`config.mk`:
```
export PLATFORM = sky130hd
export DESIGN_NAME = novacore_cfg_loader
export DESIGN_NICKNAME = d
export VERILOG_FILES = /design/src/rtl/novacore_cfg_pkg.sv /design/src/rtl/novacore_cfg_strobe.sv /design/src/rtl/novacore_cfg_loader.sv
export SDC_FILE = /design/constraint.sdc
export NUM_CORES = 1
export LEC_CHECK = 0
export ABC_AREA = 1
export CAP_MARGIN = 20
export CORE_MARGIN = 2
export CORE_UTILIZATION = 43
export CTS_CLUSTER_SIZE = 12
export DETAILED_ROUTE_END_ITERATION = 8
export RECOVER_POWER = 25
export SLEW_MARGIN = 10
export SYNTH_ARGS = -nofsm -noshare
export SYNTH_HDL_FRONTEND = slang
export SYNTH_HIERARCHICAL = 1
export SYNTH_SLANG_ARGS = --single-unit
```
`constraint.sdc`:
```
create_clock -name clk -period 1.9 [get_ports clk]
set_clock_uncertainty 0.15 [all_clocks]
set_input_delay 0.38 -clock clk [delete_from_list [all_inputs] [get_ports clk]]
set_output_delay 0.38 -clock clk [all_outputs]
set_load 0.02 [all_outputs]
```
`src/rtl/novacore_cfg_pkg.sv`:
```
// Shared types and constants for the NovaCORE configuration loader: FSM states,
// strobe-timer phases, stream framing sizes and reserved-field positions.
package novacore_cfg_pkg;

  localparam int CFG_FRAME_BYTES = 3;
  localparam int CFG_HDR_BYTES   = 2;
  localparam int CFG_WORD_W      = 8 * CFG_FRAME_BYTES;
  localparam int CFG_RSV_HI      = 23;
  localparam int CFG_RSV_LO      = 22;

  typedef enum logic [3:0] {
    ST_IDLE,
    ST_HDR0,
    ST_HDR1,
    ST_FRAME,
    ST_SETUP,
    ST_STROBE,
    ST_HOLD,
    ST_CHECK,
    ST_DONE,
    ST_ERR
  } cfg_state_t;

  typedef enum logic [1:0] {
    STB_IDLE,
    STB_SETUP,
    STB_HIGH,
    STB_HOLD
  } stb_phase_t;

endpackage

```
`src/rtl/novacore_cfg_strobe.sv`:
```
// c_clk phase timer: after a one-cycle go, runs SETUP/HIGH/HOLD of PH_CYC cycles each.
// Latency: c_clk rises PH_CYC cycles after go is taken; fin marks the last HOLD cycle.
module novacore_cfg_strobe
  import novacore_cfg_pkg::*;
#(
  parameter int PH_CYC = 2
) (
  input  logic clk,
  input  logic rst,
  input  logic go,
  output logic c_clk,
  output logic fin
);

  localparam int CW = (PH_CYC > 1) ? $clog2(PH_CYC) : 1;
  localparam logic [CW-1:0] LAST = CW'(PH_CYC - 1);

  stb_phase_t      phase;
  logic [CW-1:0]   cnt;

  assign fin = (phase == STB_HOLD) && (cnt == LAST);

  always_ff @(posedge clk) begin
    if (rst) begin
      phase <= STB_IDLE;
      cnt   <= '0;
      c_clk <= 1'b0;
    end else if (go) begin
      phase <= STB_SETUP;
      cnt   <= '0;
      c_clk <= 1'b0;
    end else if (phase != STB_IDLE) begin
      if (cnt == LAST) begin
        cnt <= '0;
        case (phase)
          STB_SETUP: begin
            phase <= STB_HIGH;
            c_clk <= 1'b1;
          end
          STB_HIGH: begin
            phase <= STB_HOLD;
            c_clk <= 1'b0;
          end
          default: phase <= STB_IDLE;
        endcase
      end else begin
        cnt <= cnt + 1'b1;
      end
    end
  end

endmodule

```
`src/rtl/novacore_cfg_loader.sv`:
```
// Framed byte stream -> NovaCORE config port; 3+3*PH_CYC cycles/frame, stalls while in_valid low.
// in_ready only in header/frame/check states; NOVACORE_CFG_CHECKSUM_EN adds a trailing XOR byte.
module novacore_cfg_loader
  import novacore_cfg_pkg::*;
#(
  parameter int BUS_W  = 18,
  parameter int UID_W  = 4,
  parameter int PH_CYC = 2
) (
  input  logic             clk,
  input  logic             rst,
  input  logic             start,
  input  logic [7:0]       in_data,
  input  logic             in_valid,
  output logic             in_ready,
  output logic             mode,
  output logic [BUS_W-1:0] c_bus,
  output logic [UID_W-1:0] c_uid,
  output logic             c_clk,
  output logic             busy,
  output logic             done,
  output logic             error
);

  localparam int CNT_W = 8 * CFG_HDR_BYTES;

`ifdef NOVACORE_CFG_CHECKSUM_EN
  localparam cfg_state_t END_ST = ST_CHECK;
`else
  localparam cfg_state_t END_ST = ST_DONE;
`endif
  localparam logic END_CHK = (END_ST == ST_CHECK);

  cfg_state_t              state;
  logic [CNT_W-1:0]        frames_left;
  logic [1:0]              byte_cnt;
  logic [7:0]              b0, b1;
  logic [CFG_WORD_W-1:0]   word;
  logic                    xfer, can_start, last_byte, rsv_bad, go, fin;

  assign xfer      = in_valid & in_ready;
  assign can_start = start && (state == ST_IDLE || state == ST_DONE || state == ST_ERR);
  assign word      = {b0, b1, in_data};
  assign last_byte = (state == ST_FRAME) && xfer && (byte_cnt == 2'(CFG_FRAME_BYTES - 1));
  assign rsv_bad   = |word[CFG_RSV_HI:CFG_RSV_LO];
  assign go        = last_byte && !rsv_bad;

`ifdef NOVACORE_CFG_CHECKSUM_EN
  logic [7:0] csum;

  always_ff @(posedge clk) begin
    if (rst || can_start) begin
      csum <= '0;
    end else if (xfer && state != ST_CHECK) begin
      csum <= csum ^ in_data;
    end
  end
`endif

  novacore_cfg_strobe #(
    .PH_CYC (PH_CYC)
  ) u_strobe (
    .clk   (clk),
    .rst   (rst),
    .go    (go),
    .c_clk (c_clk),
    .fin   (fin)
  );

  always_ff @(posedge clk) begin
    if (rst) begin
      state       <= ST_IDLE;
      frames_left <= '0;
      byte_cnt    <= '0;
      b0          <= '0;
      b1          <= '0;
      c_bus       <= '0;
      c_uid       <= '0;
      mode        <= 1'b1;
      in_ready    <= 1'b0;
      busy        <= 1'b0;
      done        <= 1'b0;
      error       <= 1'b0;
    end else begin
      case (state)
        ST_IDLE, ST_DONE, ST_ERR: begin
          if (can_start) begin
            state    <= ST_HDR0;
            byte_cnt <= '0;
            mode     <= 1'b1;
            in_ready <= 1'b1;
            busy     <= 1'b1;
            done     <= 1'b0;
            error    <= 1'b0;
          end
        end
        ST_HDR0: begin
          if (xfer) begin
            frames_left[CNT_W-1:8] <= in_data;
            state                  <= ST_HDR1;
          end
        end
        ST_HDR1: begin
          if (xfer) begin
            frames_left[7:0] <= in_data;
            if ({frames_left[CNT_W-1:8], in_data} == '0) begin
              state    <= END_ST;
              in_ready <= END_CHK;
              busy     <= END_CHK;
              mode     <= END_CHK;
              done     <= !END_CHK;
            end else begin
              state <= ST_FRAME;
            end
          end
        end
        ST_FRAME: begin
          if (xfer) begin
            case (byte_cnt)
              2'd0:    b0 <= in_data;
              2'd1:    b1 <= in_data;
              default: ;
            endcase
            if (last_byte) begin
              byte_cnt <= '0;
              in_ready <= 1'b0;
              if (rsv_bad) begin
                state <= ST_ERR;
                busy  <= 1'b0;
                error <= 1'b1;
              end else begin
                state <= ST_SETUP;
                c_bus <= word[BUS_W-1:0];
                c_uid <= word[BUS_W +: UID_W];
              end
            end else begin
              byte_cnt <= byte_cnt + 1'b1;
            end
          end
        end
        // c_clk is registered in the timer, so these labels trail it by a cycle; fin decides the exit.
        ST_SETUP, ST_STROBE, ST_HOLD: begin
          if (fin) begin
            frames_left <= frames_left - 1'b1;
            if (frames_left == CNT_W'(1)) begin
              state    <= END_ST;
              in_ready <= END_CHK;
              busy     <= END_CHK;
              mode     <= END_CHK;
              done     <= !END_CHK;
            end else begin
              state    <= ST_FRAME;
              in_ready <= 1'b1;
            end
          end else if (state == ST_SETUP && c_clk) begin
            state <= ST_STROBE;
          end else if (state == ST_STROBE && !c_clk) begin
            state <= ST_HOLD;
          end
        end
`ifdef NOVACORE_CFG_CHECKSUM_EN
        ST_CHECK: begin
          if (xfer) begin
            in_ready <= 1'b0;
            busy     <= 1'b0;
            if (in_data == csum) begin
              state <= ST_DONE;
              done  <= 1'b1;
              mode  <= 1'b0;
            end else begin
              state <= ST_ERR;
              error <= 1'b1;
            end
          end
        end
`endif
        default: begin
          state    <= ST_IDLE;
          in_ready <= 1'b0;
          busy     <= 1'b0;
        end
      endcase
    end
  end

endmodule

```
# Word-level counts from Yosys, hierarchy flattened
# Index checks and enable logic that the tools add are counted.
classes:
  addsub: 3
  n_mul: 0
  div_mod_pow: 0
  n_lt_le_gt_ge: 0
  eq_ne: 24
  shifts: 0
  n_mux: 51
  bitwise_logic: 3
  n_reduce_logical: 40
ops:
  columns: ["cell", "count"]
  rows:
  - ["$mux 4", 11]
  - ["$pmux 8 s2", 2]
  - ["$mux 1", 24]
  - ["$pmux 4 s5", 1]
  - ["$ne 2x2->1 const B", 9]
  - ["$reduce_and 3->1", 6]
  - ["$eq 16x1->1 const B", 1]
  - ["$logic_not 16->1", 1]
  - ["$mux 16", 1]
  - ["$sub 16x1->16 const B", 1]
  - ["$reduce_bool 2->1", 7]
  - ["$eq 4x3->1 const B", 3]
  - ["$reduce_and 6->1", 2]
  - ["$pmux 1 s5", 2]
  - ["$reduce_and 9->1", 1]
  - ["$eq 4x2->1 const B", 2]
  - ["$eq 4x4->1 const B", 2]
  - ["$mux 8", 1]
  - ["$pmux 2 s2", 2]
  - ["$logic_and 1x1->1", 7]
  - ["$reduce_and 7->1", 1]
  - ["$eq 2x2->1 const B", 3]
  - ["$mux 2", 3]
  - ["$pmux 1 s3", 2]
  - ["other kinds (18)", 26]
totals:
  regBits: 69
  latchBits: 0
  mem_bits_rw: 0
  rom_bits: 0
  output_inout_bits: 28
  n_memories: 0

# Depth between registers and ports, before layout
# Gate-level depths: netlist of the first run.
logic_depth:
  word_depth: 6
  ltp_mapped: 13

# By module
# The synthesis of the first run kept the hierarchy.
by_module_without_submodules:
  columns: ["mod", "instances", "cells_per_inst", "area_per_inst_um2"]
  rows:
  - ["novacore_cfg_loader", 1, 449, 3113.0]
  - ["novacore_cfg_strobe", 1, 31, 237.7]

# Worst setup path before layout of the first run
# No wires, ideal clock.
synth_timing:
  kind: "register -> register"
  startpoint: "register in_ready"
  endpoint: "register state[2]"
  setup_time_ps: 56
  arrival_ps: 1367
  required_time_ps: 1694
  slack_ps: 327
  path_stages_with_launch: 12
  period_less_slack_ps: 1573
  cell_sequence: "dfxtp_1 -> nand2_1 -> inv_1 -> nand2_2 -> nand2_1 -> and2_2 -> nand3_2 -> inv_2 -> nand2_1 -> nand2_1 -> nand2_1 -> inv_1"
synth_between:
  elab_chain_cells: 5
  word_cells_on_any_way: 8
synth_lines:
  columns: ["item", "line_no", "source"]
  rows:
  - ["start, declared", "novacore_cfg_loader.sv:15", "output logic in_ready,"]
  - ["start signal, assigned", "novacore_cfg_loader.sv:80", "in_ready <= 1'b0;"]
  - ["start signal, assigned", "novacore_cfg_loader.sv:91", "in_ready <= 1'b1;"]
  - ["start signal, assigned", "novacore_cfg_loader.sv:108", "in_ready <= END_CHK;"]
  - ["$and 1x1->1 (*)", "novacore_cfg_loader.sv:41", "assign xfer = in_valid & in_ready;"]
  - ["$logic_and 1x1->1 (2 in a row)", "novacore_cfg_loader.sv:44", "assign last_byte = (state == ST_FRAME) && xfer && (byte_cnt == 2'(CFG_FRAME_BYTES - 1));"]
  - ["$ne 2x2->1 (no source line)", null, null]
  - ["$reduce_and 6->1 (no source line) (*)", null, null]
  - ["end signal, assigned", "novacore_cfg_loader.sv:72", "state <= ST_IDLE;"]
  - ["end signal, assigned", "novacore_cfg_loader.sv:88", "state <= ST_HDR0;"]
  - ["end signal, assigned", "novacore_cfg_loader.sv:100", "state <= ST_HDR1;"]
  - ["end, declared", "novacore_cfg_loader.sv:34", "cfg_state_t state;"]
# Mark *: on every way between the ends. The rest lies on a longest branch, timed or not.
# A chain may end at the register's enable or synchronous reset.

# Final worst setup path of the first run
layout_timing:
  startpoint: "register in_ready"
  endpoint: "output port in_ready"
# No word-level cell between the ends.

==> results_tabular.tex, run 1 <==
\begin{tabular}{lr}
\hline
Metric & Value \\
\hline
\multicolumn{2}{l}{\textbf{Route}} \\
\quad Routed Wire Length & 8621 um \\
\quad Vias per cell & 4.968 \\
\quad Vias & 3219 \\
\quad Wire length per cell after detailed routing & 13.30 um \\
\quad Antenna-violating nets left & 0 \\
\quad Number of DRC violations after detailed-routing iteration 0 & 138 \\
\quad DR pass1 iterations & 5 \\
\quad DR DRC count & 0 \\
\multicolumn{2}{l}{\textbf{Synthesis}} \\
\quad Cell variety after synth & 35 \\
\quad Synth Warn \# & 6 \\
\quad Register bit count reported by yosys & 69 \\
\quad Synthesized Nets & 498 \\
\quad Cell Area, Synth & approximately 0.0034 sq mm \\
\quad Ranking of synthesized cells by area & dfxtp\_1 41\%, nand2\_1 9.2\%, o21ai\_0 8.2\%, nor2\_1 8.0\%, a21oi\_1 6.9\% \\
\quad Mean instance size in the synthesized netlist & 6.981 sq um \\
\quad Synthesized instance count & 480 \\
\quad Async S/R FF share, synth & 0\% \\
\quad Share of the yosys chip area belonging to registers & 41.22\% \\
\quad Cell taking the most area after synthesis & dfxtp\_1 \\
\quad Post-synth top area share & 41.22\% \\
\quad Post-synth top flop & dfxtp\_1 \\
\quad EDFF count, synth & 0 \\
\multicolumn{2}{l}{\textbf{Placed design}} \\
\quad Half-perimeter wire length after placement & 6325 um \\
\quad Count of buffers inserted at the top-level ports & 39 \\
\quad Final weighted congestion of routability-driven global placement & 0.9104 \\
\quad DP Area & around 0.0040 sq mm \\
\multicolumn{2}{l}{\textbf{Critical path}} \\
\quad Chain of cells forming the critical path & clkdlybuf4s50\_1 \\
\quad CP delay by family, top & buffers and inverters \\
\quad Element type at the critical path start & flop \\
\quad Highest fanout seen on the critical path & 3 \\
\quad Worst EP required & about 1.4 ns \\
\quad CP peak stage delay & 0.62 ns \\
\quad Crit end category & output port \\
\quad Crit path kind & flop to output port \\
\quad Slowest cell on the critical path & clkdlybuf4s50\_1 \\
\quad Worst path bufs/invs & 1 \\
\quad Signal arrival time at the worst endpoint & 1.32 ns \\
\multicolumn{2}{l}{\textbf{Layout}} \\
\quad Finished Cell Area & 0.004219 sq mm \\
\quad Combined flip-flop and latch cell area & 0.001384 sq mm \\
\quad Final net count & 559 \\
\quad Number of fill cells in the layout & 739 \\
\quad ANT cells & 0 \\
\quad Total area of multi-input combinational cells & 0.001712 sq mm \\
\quad Post-layout util & 55.17\% \\
\quad Fraction of final layout cells sized beyond drive strength 1 & 13.00\% \\
\quad Synthesis-to-layout area growth & 25.91\% \\
\multicolumn{2}{l}{\textbf{Global routing}} \\
\quad Pin count of the biggest net entering global routing & 34 \\
\quad Total track usage & 21.29\% \\
\quad Number of antenna violations at the first check in global routing & 0 \\
\quad Overflow after GRT & 0 \\
\quad First-pass GRT wire length & approximately 15000 um \\
\quad Number of global-route vias before repair & 3072 \\
\multicolumn{2}{l}{\textbf{Clock network}} \\
\quad H-tree depth & 3 \\
\quad CTS root buf & clkbuf\_8 \\
\quad Buffer depth of the longest clock path & 2 \\
\quad Inserted Clock Buffers & 9 \\
\quad Num Clock Sinks & 69 \\
\quad Total of hold buffers inserted after clock tree synthesis & 0 \\
\quad Clock tree from TritonCTS & built \\
\quad Clock transition at path regs & 0.09 ns \\
\quad Clk Latency, worst-skew pair & 0.34 ns \\
\multicolumn{2}{l}{\textbf{STA}} \\
\quad Endpoints failing hold & 0 \\
\quad Final slew viol count & 0 \\
\quad Post-route fraction of the period consumed by the critical path & 97.20\% \\
\quad Relative slew slack & 74.91\% \\
\quad Setup violations, final & 0 \\
\quad Final period demand of the worst path & 1.847 ns \\
\quad RSZ-0062 raised after global routing & false \\
\quad Final Hold Slack & 0.3086 ns \\
\quad Max Clk Rate & 0.5415 GHz \\
\quad Worst slew pin tran & 0.3750 ns \\
\multicolumn{2}{l}{\textbf{Pwr}} \\
\quad Fraction of power consumed by sequential logic & 32.9\% \\
\quad Worst vdd rail ir drop & $\sim$0.56 mV \\
\quad Total power divided by cell area & $\sim$1300 mW/mm\^{}2 \\
\quad Pleak & 1.843 nW \\
\quad Share of total power in combinational logic & 43.5\% \\
\quad Power spent charging and discharging nets & 2.184 mW \\
\quad Switching share of power & 40.80\% \\
\quad Final total power & 5.354 mW \\
\quad Internal & 3.169 mW \\
\quad Clock power share & 23.6\% \\
\multicolumn{2}{l}{\textbf{Floorplan}} \\
\quad Total core area & 0.007647 sq mm \\
\quad Die boundary width & just over 90 um \\
\quad Ports placed on the boundary & 40 \\
\quad Initial core utilization & 43.82\% \\
\quad Die Y-Extent & 92.28 um \\
\quad FP Rows & 32 \\
\quad Die ar. & 0.008515 sq mm \\
\multicolumn{2}{l}{\textbf{Hold path}} \\
\quad Worst hold-check path type & flop to flop \\
\multicolumn{2}{l}{\textbf{Job}} \\
\quad Maximum capacitance violations & 0 \\
\multicolumn{2}{l}{\textbf{Outcome}} \\
\quad Result of the run & complete, no violations \\
\hline
\end{tabular}
## metal layers
| metal | wire length (um) | GRT usage, % |
|---|---|---|
| met2 | 4011 | 34.80 |
| met1 | 4116 | 28.13 |
| met5 | 0 | 0 |
| met4 | 104 | 7.463 |
| met3 | 389 | 4.026 |
## through the flow
step | worst slack (ns) | setup TNS [ns] | instances
CTS | 0.03809 | 0 | 648
detailed placement | -0.1441 | -3.179 | 632
global route | 0.005548 | 0 | 648
finish | 0.05315 | 0 | 648
floorplan | 0.3271 | 0 | 480
global placement | -0.1527 | -3.375 | 632
## layout by cell type (no fill, tap or decap), drive strengths merged, types with 20 or more instances in the layout
cell type       n
nand3          26
nor2           75
inv            47
a21oi          47
dfxtp          69
nor3           20
o21ai          59
buf            26
clkdlybuf4s50  38
nand2          90
## layout make-up
type	count	share of cell area, %
inverters	47	4.211
well taps	102	3.025
flip-flops and latches	69	32.80
repair buffers	67	14.44
multi-input cells	347	40.57
clock inverters	5	1.364
clock buffers	11	3.588
## synthesized netlist by cell type (2+ instances only)
library cell	instances
nand2_1	82
nor2_1	71
dfxtp_1	69
o21ai_0	55
a21oi_1	46
inv_1	42
nand3_1	24
nor3_1	18
clkbuf_1	9
nand2_2	8
ha_1	6
buf_2	5
xor2_1	5
inv_2	4
o21ai_1	4
a31oi_1	3
nand4_1	3
o211ai_1	3
xnor2_1	3
buf_4	2
nand3_2	2
nor2_2	2
nor2_4	2
## state kept, by name, summed over array words and instances, names as in the netlist, 2 cells and up
signal / count
b0: 8
b1: 8
byte_cnt: 2
c_bus: 18
c_uid: 4
frames_left: 16
state: 4
u_strobe/phase: 2
## power by group through the flow
| stage | Clock (mW) | Sequential, mW | Combinational, mW |
|---|---|---|---|
| floorplan | 0 | 1.79 | 1.72 |
| global placement | 0 | 1.79 | 2.29 |
| detailed placement | 0 | 1.79 | 2.28 |
| CTS | 1.28 | 1.76 | 2.30 |
| global route | 1.34 | 1.79 | 2.67 |
| finish | 1.26 | 1.76 | 2.33 |
## final timing paths
path,slack [ns],to,depth (start not counted),start
max,0.05,in_ready,1,in_ready$_SDFFE_PP0P_
min,0.31,c_bus[10]$_SDFFE_PP0P_,2,b1[2]$_SDFFE_PP0P_
max reg2reg,0.11,b0[4]$_SDFFE_PP0P_,7,state[1]$_SDFFE_PP0P_
min reg2reg,0.31,c_bus[10]$_SDFFE_PP0P_,2,b1[2]$_SDFFE_PP0P_
## logic make-up (layout without fill, tap and decap cells)
family          Yosys count  count (layout)  share of synthesized area [%]
compound gates          115             115                          17.85
flops                    69              69                          41.22
xor+xnor                  8               8                          2.091
fa+ha+maj                 6               6                          2.240
simple gates            218             218                          28.75
buf+inv                  64             130                          7.841
## repair_timing
item / in CTS / in global routing
setup buffers: 0 / 0
resized for setup: 1 / 6
endpoints found under the setup margin: 1 / 7
pin swaps: 0 / 0
(Power assumes the default switching activity.)
==> run 2, diff against run 1 <==
Settings changed: CORE_UTILIZATION 43 to 46, CTS_CLUSTER_DIAMETER set to 30, PLACE_DENSITY set to 0.7.
Clock period 1.9 ns to 1.61 ns, I/O delays scaled along.
==> run 2 against run 1 <==
The flow now finishes with violations (setup timing). Clock power grew 9.5%. Non-clock buffer count grew 59. Power grew 44%. Cell area grew 19%. Final cell count grew 8.6%. Critical endpoint is now c_uid[2]$_SDFFE_PP0P_.
==> results_tabular.tex, run 2 (same netlist as run 1, synthesis figures left out) <==
\begin{tabular}{lr}
\hline
Metric & Value \\
\hline
\multicolumn{2}{l}{\textbf{Clock network}} \\
\quad Clock tree from TritonCTS & built \\
\quad Clock transition at path regs & 0.08 ns (about the same) \\
\quad H-tree depth & 3 (unchanged) \\
\quad Buffer depth of the longest clock path & 2 (unchanged) \\
\quad CTS root buf & clkbuf\_8 \\
\quad Num Clock Sinks & 69 (unchanged) \\
\quad Clk Latency, worst-skew pair & 0.36 ns (+0.02 ns) \\
\quad Total of hold buffers inserted after clock tree synthesis & 0 (unchanged) \\
\quad Inserted Clock Buffers & 9 (unchanged) \\
\multicolumn{2}{l}{\textbf{Route}} \\
\quad Detailed route wirelength on metal3 & 456 um (+17\%) \\
\quad Wire length per cell after detailed routing & 13.96 um (+4.9\%) \\
\quad Number of DRC violations after detailed-routing iteration 0 & 175 (+27\%) \\
\quad DR pass1 iterations & 5 (unchanged) \\
\quad Vias per cell & 5.135 (+3.4\%) \\
\quad Routed wire length on met2 & 4817 um (+20\%) \\
\quad Antenna-violating nets left & 0 (unchanged) \\
\quad Routed Wire Length & 9825 um (+14\%) \\
\quad Vias & 3615 (+12\%) \\
\quad DR DRC count & 0 (unchanged) \\
\quad Wire length on met1 & 4302 um (+4.5\%) \\
\quad Top sig layer & met4 \\
\multicolumn{2}{l}{\textbf{Layout}} \\
\quad ANT cells & 0 (unchanged) \\
\quad Fraction of final layout cells sized beyond drive strength 1 & 33.88\% (+21 points) \\
\quad Finished Cell Area & 0.005014 sq mm (+19\%) \\
\quad Synthesis-to-layout area growth & 49.63\% \\
\quad Most common library cell in the layout ignoring fill and taps & buf\_4 \\
\quad Final net count & 618 (+11\%) \\
\quad Most frequent cells in the layout & 72 x buf\_4, 65 x nand2\_1, 57 x dfxtp\_1, 49 x nor2\_1, 39 x a21oi\_1 \\
\quad Register containing the most flip-flops in the final layout & c\_bus \\
\quad Number of fill cells in the layout & 591 (-20\%) \\
\quad Registers with the most flip-flops & c\_bus: 18 flops, frames\_left: 16 flops \\
\quad Largest register FFs & 18 (unchanged) \\
\multicolumn{2}{l}{\textbf{Global routing}} \\
\quad Number of global-route vias before repair & 3372 (+9.8\%) \\
\quad Overflow after GRT & 0 (unchanged) \\
\quad Pin count of the biggest net entering global routing & 39 (+15\%) \\
\quad Number of antenna violations at the first check in global routing & 0 (unchanged) \\
\quad First-pass GRT wire length & 15190 um (+4.6\%) \\
\quad Total track usage & 24.54\% (+3.2 points) \\
\multicolumn{2}{l}{\textbf{STA}} \\
\quad Final slew viol count & 0 (unchanged) \\
\quad Relative slew slack & 82.33\% (+7.4 points) \\
\quad Worst slew pin tran & 0.2639 ns (-0.1111 ns) \\
\quad Final period demand of the worst path & about 1.6 ns \\
\quad RSZ-0062 raised after global routing & true \\
\quad Post-route fraction of the period consumed by the critical path & 102.2\% \\
\quad Setup violations, final & 15 (+15) \\
\quad Worst setup margin & -0.03553 ns (-0.08867 ns) \\
\quad Endpoints failing hold & 0 (unchanged) \\
\quad Setup TNS & -0.2688 ns (-0.2688 ns) \\
\quad Max Clk Rate & 0.6077 GHz \\
\quad Final Hold Slack & 0.3121 ns (+0.003515 ns) \\
\multicolumn{2}{l}{\textbf{Job}} \\
\quad Maximum capacitance violations & 0 (unchanged) \\
\multicolumn{2}{l}{\textbf{Critical path}} \\
\quad Crit path kind & flop to flop \\
\quad End point of the critical path & c\_uid[2]\$\_SDFFE\_PP0P\_ \\
\quad Crit end category & flop \\
\quad Worst Reg2Reg Path Length in Cells & 9 (+2) \\
\quad Signal arrival time at the worst endpoint & 1.79 ns (+0.47 ns) \\
\quad Launch point of the critical path & state[0]\$\_SDFFE\_PP0P\_ \\
\quad Element type at the critical path start & flop \\
\quad Endpoint of the lowest-slack register-to-register path & c\_uid[2]\$\_SDFFE\_PP0P\_ \\
\quad Flop2flop setup slack & -0.04 ns (-0.15 ns) \\
\quad Worst flop-to-flop path startpoint & state[0]\$\_SDFFE\_PP0P\_ \\
\quad Worst EP required & 1.75 ns (+0.38 ns) \\
\quad Highest fanout seen on the critical path & 5 (+2) \\
\multicolumn{2}{l}{\textbf{Placed design}} \\
\quad Count of buffers inserted at the top-level ports & 39 (unchanged) \\
\quad DP Area & 0.004315 sq mm (+7.7\%) \\
\quad Final weighted congestion of routability-driven global placement & 0.9446 (+3.8\%) \\
\quad Half-perimeter wire length after placement & 6711 um (+6.1\%) \\
\quad Post-placement setup slack & -0.4510 ns (-0.3069 ns) \\
\multicolumn{2}{l}{\textbf{Floorplan}} \\
\quad Ports placed on the boundary & 40 (unchanged) \\
\quad FP Rows & 31 (-3.1\%) \\
\quad Die ar. & 0.007983 sq mm (-6.2\%) \\
\quad Die Y-Extent & 89.35 um (-3.2\%) \\
\quad Total core area & 0.007137 sq mm (-6.7\%) \\
\quad Initial core utilization & 46.95\% (+3.1 points) \\
\quad Die boundary width & 89.35 um (-3.2\%) \\
\multicolumn{2}{l}{\textbf{Pwr}} \\
\quad Worst vdd rail ir drop & 0.8200 mV (+47\%) \\
\quad Share of total power in combinational logic & 54.7\% (+11 points) \\
\quad Clock power share & 17.9\% (-5.7 points) \\
\quad Switching share of power & 42.76\% (+2.0 points) \\
\quad Internal & 4.411 mW (+39\%) \\
\quad Total power divided by cell area & 1537 mW/mm\^{}2 (+21\%) \\
\quad Pleak & 2.353 nW (+28\%) \\
\quad Power spent charging and discharging nets & 3.295 mW (+51\%) \\
\quad Fraction of power consumed by sequential logic & 27.4\% (-5.5 points) \\
\multicolumn{2}{l}{\textbf{Outcome}} \\
\quad Failing checks & setup timing \\
\quad Result of the run & finished with violations \\
\multicolumn{2}{l}{\textbf{Hold path}} \\
\quad Worst hold-check path type & flop to flop \\
\quad Hold Crit Depth & 2 (unchanged) \\
\hline
\end{tabular}
[run 2: worst max-delay path, cell delays in order (launching register included)]
cell and delay (ns):
dfxtp_4 0.38, nand2_4 0.07, nor2_4 0.21, buf_12 0.15, nand2_8 0.05, nor2_4 0.15
buf_6 0.14, clkbuf_16 0.13, o21ai_1 0.05, nor2_1 0.09
[run 2: cell type report]
| type | instances | area (sq um) | share of cell area, % |
|---|---|---|---|
| clock inverters | 7 | 62.56 | 1.248 |
| inverters | 47 | 187.7 | 3.743 |
| flip-flops and latches | 69 | 1401 | 27.95 |
| well taps | 99 | 123.9 | 2.471 |
| multi-input cells | 347 | 2002 | 39.93 |
| repair buffers | 126 | 1112 | 22.19 |
| clock buffers | 9 | 123.9 | 2.471 |
[run 2: per-stage QoR]
stage               cells  util, %  total power [mW]
global placement      669    60.47             5.328
global route          704    70.25             8.168
finish                704    70.25             7.706
CTS                   688    64.06             6.873
detailed placement    669    60.47             5.390
floorplan             480        -             4.150
[run 2: worst min path at each step]
stage	endpoint	from	slack [ns]
final	error$_SDFFE_PP0P_	error$_SDFFE_PP0P_	0.31
after CTS	b1[2]$_SDFFE_PP0P_	b1[2]$_SDFFE_PP0P_	0.30
after detailed placement	b1[2]$_SDFFE_PP0P_	b1[2]$_SDFFE_PP0P_	0.29
after global placement	b1[2]$_SDFFE_PP0P_	b1[2]$_SDFFE_PP0P_	0.29
after global routing	b1[2]$_SDFFE_PP0P_	b1[2]$_SDFFE_PP0P_	0.34
after floorplan	byte_cnt[0]$_SDFFE_PP0P_	rst	0.24
[run 2: metal layers]
layer / global-route usage [%] / vias to the layer above
met4: 8.955 / 0
met1: 31.74 / 1659
met5: 0 / -
li1: - / 1822
met2: 40.88 / 108
met3: 4.524 / 26
[run 2: power groups by stage]
| stage | registers (mW) | clock network, mW | logic, mW |
|---|---|---|---|
| global route | 2.14 | 1.46 | 4.57 |
| global placement | 2.08 | 0 | 3.25 |
| floorplan | 2.12 | 0 | 2.03 |
| CTS | 2.04 | 1.38 | 3.45 |
| finish | 2.11 | 1.38 | 4.22 |
| detailed placement | 2.08 | 0 | 3.31 |
[run 2: timing repair]
| action | in CTS | in global routing |
|---|---|---|
| buffers inserted | 2 | 16 |
| endpoints found under the hold margin | 0 | 0 |
| pin swaps | 3 | 29 |
| resized for setup | 59 | 113 |
| gates cloned | 1 | 1 |
| endpoints found under the setup margin | 86 | 65 |
==> run 3, diff against run 2 <==
Settings changed: CORE_MARGIN 2 to 10, MAX_ROUTING_LAYER set to met4, SKIP_CTS_REPAIR_TIMING set to 1.
==> run 3 against run 2 <==
The run still ends with setup timing left. First-iteration DRC count increased by 48%. Routed wire length is 18% higher. Register-to-register slack lost 0.09 ns. Via count is 6.1% higher. Global-route usage is 6.9 points lower. Combinational power is 5% higher. Sequential power about the same. Final cell count grew 1.7%. Fmax is 5.1% lower. Die area up 39%. Power up 3.0%. Worst hold slack got worse by 0.015 ns. Critical endpoint is now c_bus[3]$_SDFFE_PP0P_. Largest power group unchanged. Highest routed layer unchanged.
==> results_tabular.tex, run 3 (same netlist as run 1, synthesis figures left out) <==
\begin{tabular}{lr}
\hline
Metric & Value \\
\hline
\multicolumn{2}{l}{\textbf{Floorplan}} \\
\quad Die boundary width & 105.3 um (+18\%) \\
\quad FP Rows & 31 (unchanged) \\
\quad Ports placed on the boundary & 40 (unchanged) \\
\quad Initial core utilization & 46.70\% (-0.25 points) \\
\quad Die Y-Extent & 105.3 um (+18\%) \\
\quad Total core area & 0.007176 sq mm (+0.54\%) \\
\quad Die ar. & 0.01110 sq mm (+39\%) \\
\multicolumn{2}{l}{\textbf{Pwr}} \\
\quad Worst vdd rail ir drop & 0.6294 mV (-23\%) \\
\quad Switching share of power & 43.56\% (+0.80 points) \\
\quad Internal & 4.481 mW (+1.6\%) \\
\quad Clock power share & 17.6\% (-0.3 points) \\
\quad Total power divided by cell area & 1475 mW/mm\^{}2 (-4.0\%) \\
\quad Power spent charging and discharging nets & 3.457 mW (+4.9\%) \\
\quad Share of total power in combinational logic & 55.6\% (+0.9 points) \\
\quad Fraction of power consumed by sequential logic & 26.8\% (-0.6 points) \\
\quad Pleak & 2.692 nW (+14\%) \\
\multicolumn{2}{l}{\textbf{Global routing}} \\
\quad Number of antenna violations at the first check in global routing & 0 (unchanged) \\
\quad Number of global-route vias before repair & 3304 (-2.0\%) \\
\quad First-pass GRT wire length & 15770 um (+3.8\%) \\
\quad Total track usage & 17.59\% (-6.9 points) \\
\quad Pin count of the biggest net entering global routing & 51 (+31\%) \\
\quad Overflow after GRT & 0 (unchanged) \\
\multicolumn{2}{l}{\textbf{STA}} \\
\quad RSZ-0062 raised after global routing & true \\
\quad Final period demand of the worst path & 1.733 ns (+0.08797 ns) \\
\quad Setup TNS & -2.761 ns (-2.493 ns) \\
\quad Relative slew slack & 80.01\% (-2.3 points) \\
\quad Endpoints failing hold & 0 (unchanged) \\
\quad Max Clk Rate & 0.5769 GHz (-5.1\%) \\
\quad Setup violations, final & 48 (+33) \\
\quad Final slew viol count & 0 (unchanged) \\
\quad Worst slew pin tran & 0.2990 ns (+0.03503 ns) \\
\quad Worst setup margin & -0.1235 ns (-0.08797 ns) \\
\quad Post-route fraction of the period consumed by the critical path & 107.7\% (+5.5 points) \\
\multicolumn{2}{l}{\textbf{Critical path}} \\
\quad Launch point of the critical path & state[2]\$\_SDFFE\_PP0P\_ \\
\quad Signal arrival time at the worst endpoint & 1.88 ns (+0.09 ns) \\
\quad CP delay by family, top & buffers and inverters \\
\quad Worst EP required & 1.75 ns (about the same) \\
\quad Highest fanout seen on the critical path & 7 (+2) \\
\quad Crit end category & flop \\
\quad Worst flop-to-flop path startpoint & state[2]\$\_SDFFE\_PP0P\_ \\
\quad Worst Reg2Reg Path Length in Cells & 10 (+1) \\
\quad End point of the critical path & c\_bus[3]\$\_SDFFE\_PP0P\_ \\
\quad Slowest cell on the critical path & dfxtp\_4 \\
\quad Element type at the critical path start & flop \\
\quad Chain of cells forming the critical path & inv\_1, nand2\_2, nor2\_4, buf\_6, nand2\_8, nor2\_4, buf\_12, buf\_12, o21ai\_1, a21oi\_1 \\
\quad Endpoint of the lowest-slack register-to-register path & c\_bus[3]\$\_SDFFE\_PP0P\_ \\
\quad Worst path bufs/invs & 4 (+1) \\
\quad Flop2flop setup slack & -0.12 ns (-0.09 ns) \\
\quad CP peak stage delay & 0.35 ns (-0.03 ns) \\
\quad Path length in cells of the critical path & 10 (+1) \\
\quad Crit path kind & flop to flop \\
\multicolumn{2}{l}{\textbf{Placed design}} \\
\quad Count of buffers inserted at the top-level ports & 39 (unchanged) \\
\quad Final weighted congestion of routability-driven global placement & 0.9040 (-4.3\%) \\
\quad DP Area & 0.004373 sq mm (+1.3\%) \\
\quad Half-perimeter wire length after placement & 7138 um (+6.4\%) \\
\multicolumn{2}{l}{\textbf{Layout}} \\
\quad Register containing the most flip-flops in the final layout & c\_bus \\
\quad ANT cells & 0 (unchanged) \\
\quad Synthesis-to-layout area growth & 60.60\% \\
\quad Most common library cell in the layout ignoring fill and taps & buf\_4 \\
\quad Largest register FFs & 18 (unchanged) \\
\quad Final net count & 630 (+1.9\%) \\
\quad Most frequent cells in the layout & 74 x buf\_4, 62 x nand2\_1, 59 x dfxtp\_1, 48 x nor2\_1, 34 x a21oi\_1 \\
\quad Fraction of final layout cells sized beyond drive strength 1 & 40.36\% (+6.5 points) \\
\quad Finished Cell Area & 0.005381 sq mm (+7.3\%) \\
\quad Registers with the most flip-flops & c\_bus: 18 flops, frames\_left: 16 flops \\
\quad Number of fill cells in the layout & 507 (-14\%) \\
\multicolumn{2}{l}{\textbf{Clock network}} \\
\quad H-tree depth & 3 (unchanged) \\
\quad Clk Latency, worst-skew pair & 0.36 ns (about the same) \\
\quad Clock tree from TritonCTS & built \\
\quad Clock transition at path regs & 0.09 ns (about the same) \\
\quad Buffer depth of the longest clock path & 2 (unchanged) \\
\quad Num Clock Sinks & 69 (unchanged) \\
\quad CTS root buf & clkbuf\_8 \\
\quad Inserted Clock Buffers & 9 (unchanged) \\
\multicolumn{2}{l}{\textbf{Route}} \\
\quad DR DRC count & 0 (unchanged) \\
\quad DR pass1 iterations & 5 (unchanged) \\
\quad Routed Wire Length & 11560 um (+18\%) \\
\quad Wire length per cell after detailed routing & 16.14 um (+16\%) \\
\quad Number of DRC violations after detailed-routing iteration 0 & 259 (+48\%) \\
\quad Vias per cell & 5.358 (+4.3\%) \\
\quad Vias & 3836 (+6.1\%) \\
\quad Antenna-violating nets left & 0 (unchanged) \\
\multicolumn{2}{l}{\textbf{Hold path}} \\
\quad Worst hold-check path type & primary input to flop \\
\multicolumn{2}{l}{\textbf{Outcome}} \\
\quad Failing checks & setup timing \\
\quad Result of the run & finished with violations \\
\multicolumn{2}{l}{\textbf{Job}} \\
\quad Maximum capacitance violations & 0 (unchanged) \\
\hline
\end{tabular}
==> run 3: cell types whose count changed in the layout (fill, tap and decap cells not counted), moves of 4 or more <==
cell	change
dlygate4sd2_1	-28
inv_1	-5
a21oi_1	-5
clkbuf_1	+8
buf_6	+7
o21ai_2	+16
o21ai_0	-16
a21oi_2	+5
nand2_4	+4
dlymetal6s2s_1	+21
==> run 3: worst min-delay path by stage <==
stage,from,to,slack [ns],cells after the start
after detailed placement,b1[1]$_SDFFE_PP0P_,c_bus[9]$_SDFFE_PP0P_,0.30,2
after CTS,b1[1]$_SDFFE_PP0P_,c_bus[9]$_SDFFE_PP0P_,0.31,2
after global routing,in_data[4],b1[4]$_SDFFE_PP0P_,0.32,4
final,in_data[4],c_bus[4]$_SDFFE_PP0P_,0.30,4
after floorplan,rst,byte_cnt[0]$_SDFFE_PP0P_,0.24,1
after global placement,b1[1]$_SDFFE_PP0P_,c_bus[9]$_SDFFE_PP0P_,0.29,2
==> run 3: metrics by stage <==
step / setup WS, ns / hold WS, ns / util (%) / instances / power, mW
3_5_place_dp: -0.4182 / 0.3020 / 60.94 / 675 / 5.424
5_1_grt: -0.2135 / 0.3213 / 75.00 / 716 / 8.396
4_1_cts: -0.2296 / 0.3148 / 63.54 / 691 / 6.805
6_report: -0.1235 / 0.2974 / 75.00 / 716 / 7.938
3_3_place_gp: -0.4069 / 0.2934 / 60.94 / 675 / 5.392
2_1_floorplan: 0.03706 / 0.2411 / - / 480 / 4.150
==> run 3: layout make-up <==
cell class	count	area, sq um	area share, %
clock buffer	9	123.9	2.302
multi-input combinational	347	2143	39.83
tap	99	123.9	2.302
inverter	47	202.7	3.767
clock inverter	7	62.56	1.163
timing repair buffer	138	1324	24.60
sequential	69	1401	26.04
==> run 3: worst register-to-register path, delay by kind of cell (launching register included) <==
| family | cells | cell delay (ns) |
|---|---|---|
| buffers and inverters | 4 | 0.51 |
| flip-flops | 1 | 0.35 |
| AND/OR/NAND/NOR | 4 | 0.44 |
| AO/OA/AOI/OAI | 2 | 0.21 |
==> run 3: layer usage <==
| layer | routed length, um | track usage (%) | part of all wire [%] | vias up |
|---|---|---|---|---|
| li1 | - | - | - | 1848 |
| met1 | 4558 | 22.13 | 39 | 1801 |
| met2 | 5880 | 27.42 | 51 | 162 |
| met3 | 901 | 4.507 | 7.8 | 25 |
| met4 | 216 | 4.706 | 1.9 | 0 |
| met5 | 0 | - | 0 | - |
==> run 3: power groups by stage <==
stage          Clock [mW]  Sequential [mW]  Combinational [mW]
2_1_floorplan           0             2.12                2.03
3_5_place_dp            0             2.08                3.35
6_report             1.40             2.13                4.41
5_1_grt              1.46             2.15                4.78
3_3_place_gp            0             2.08                3.31
4_1_cts              1.40             2.04                3.37
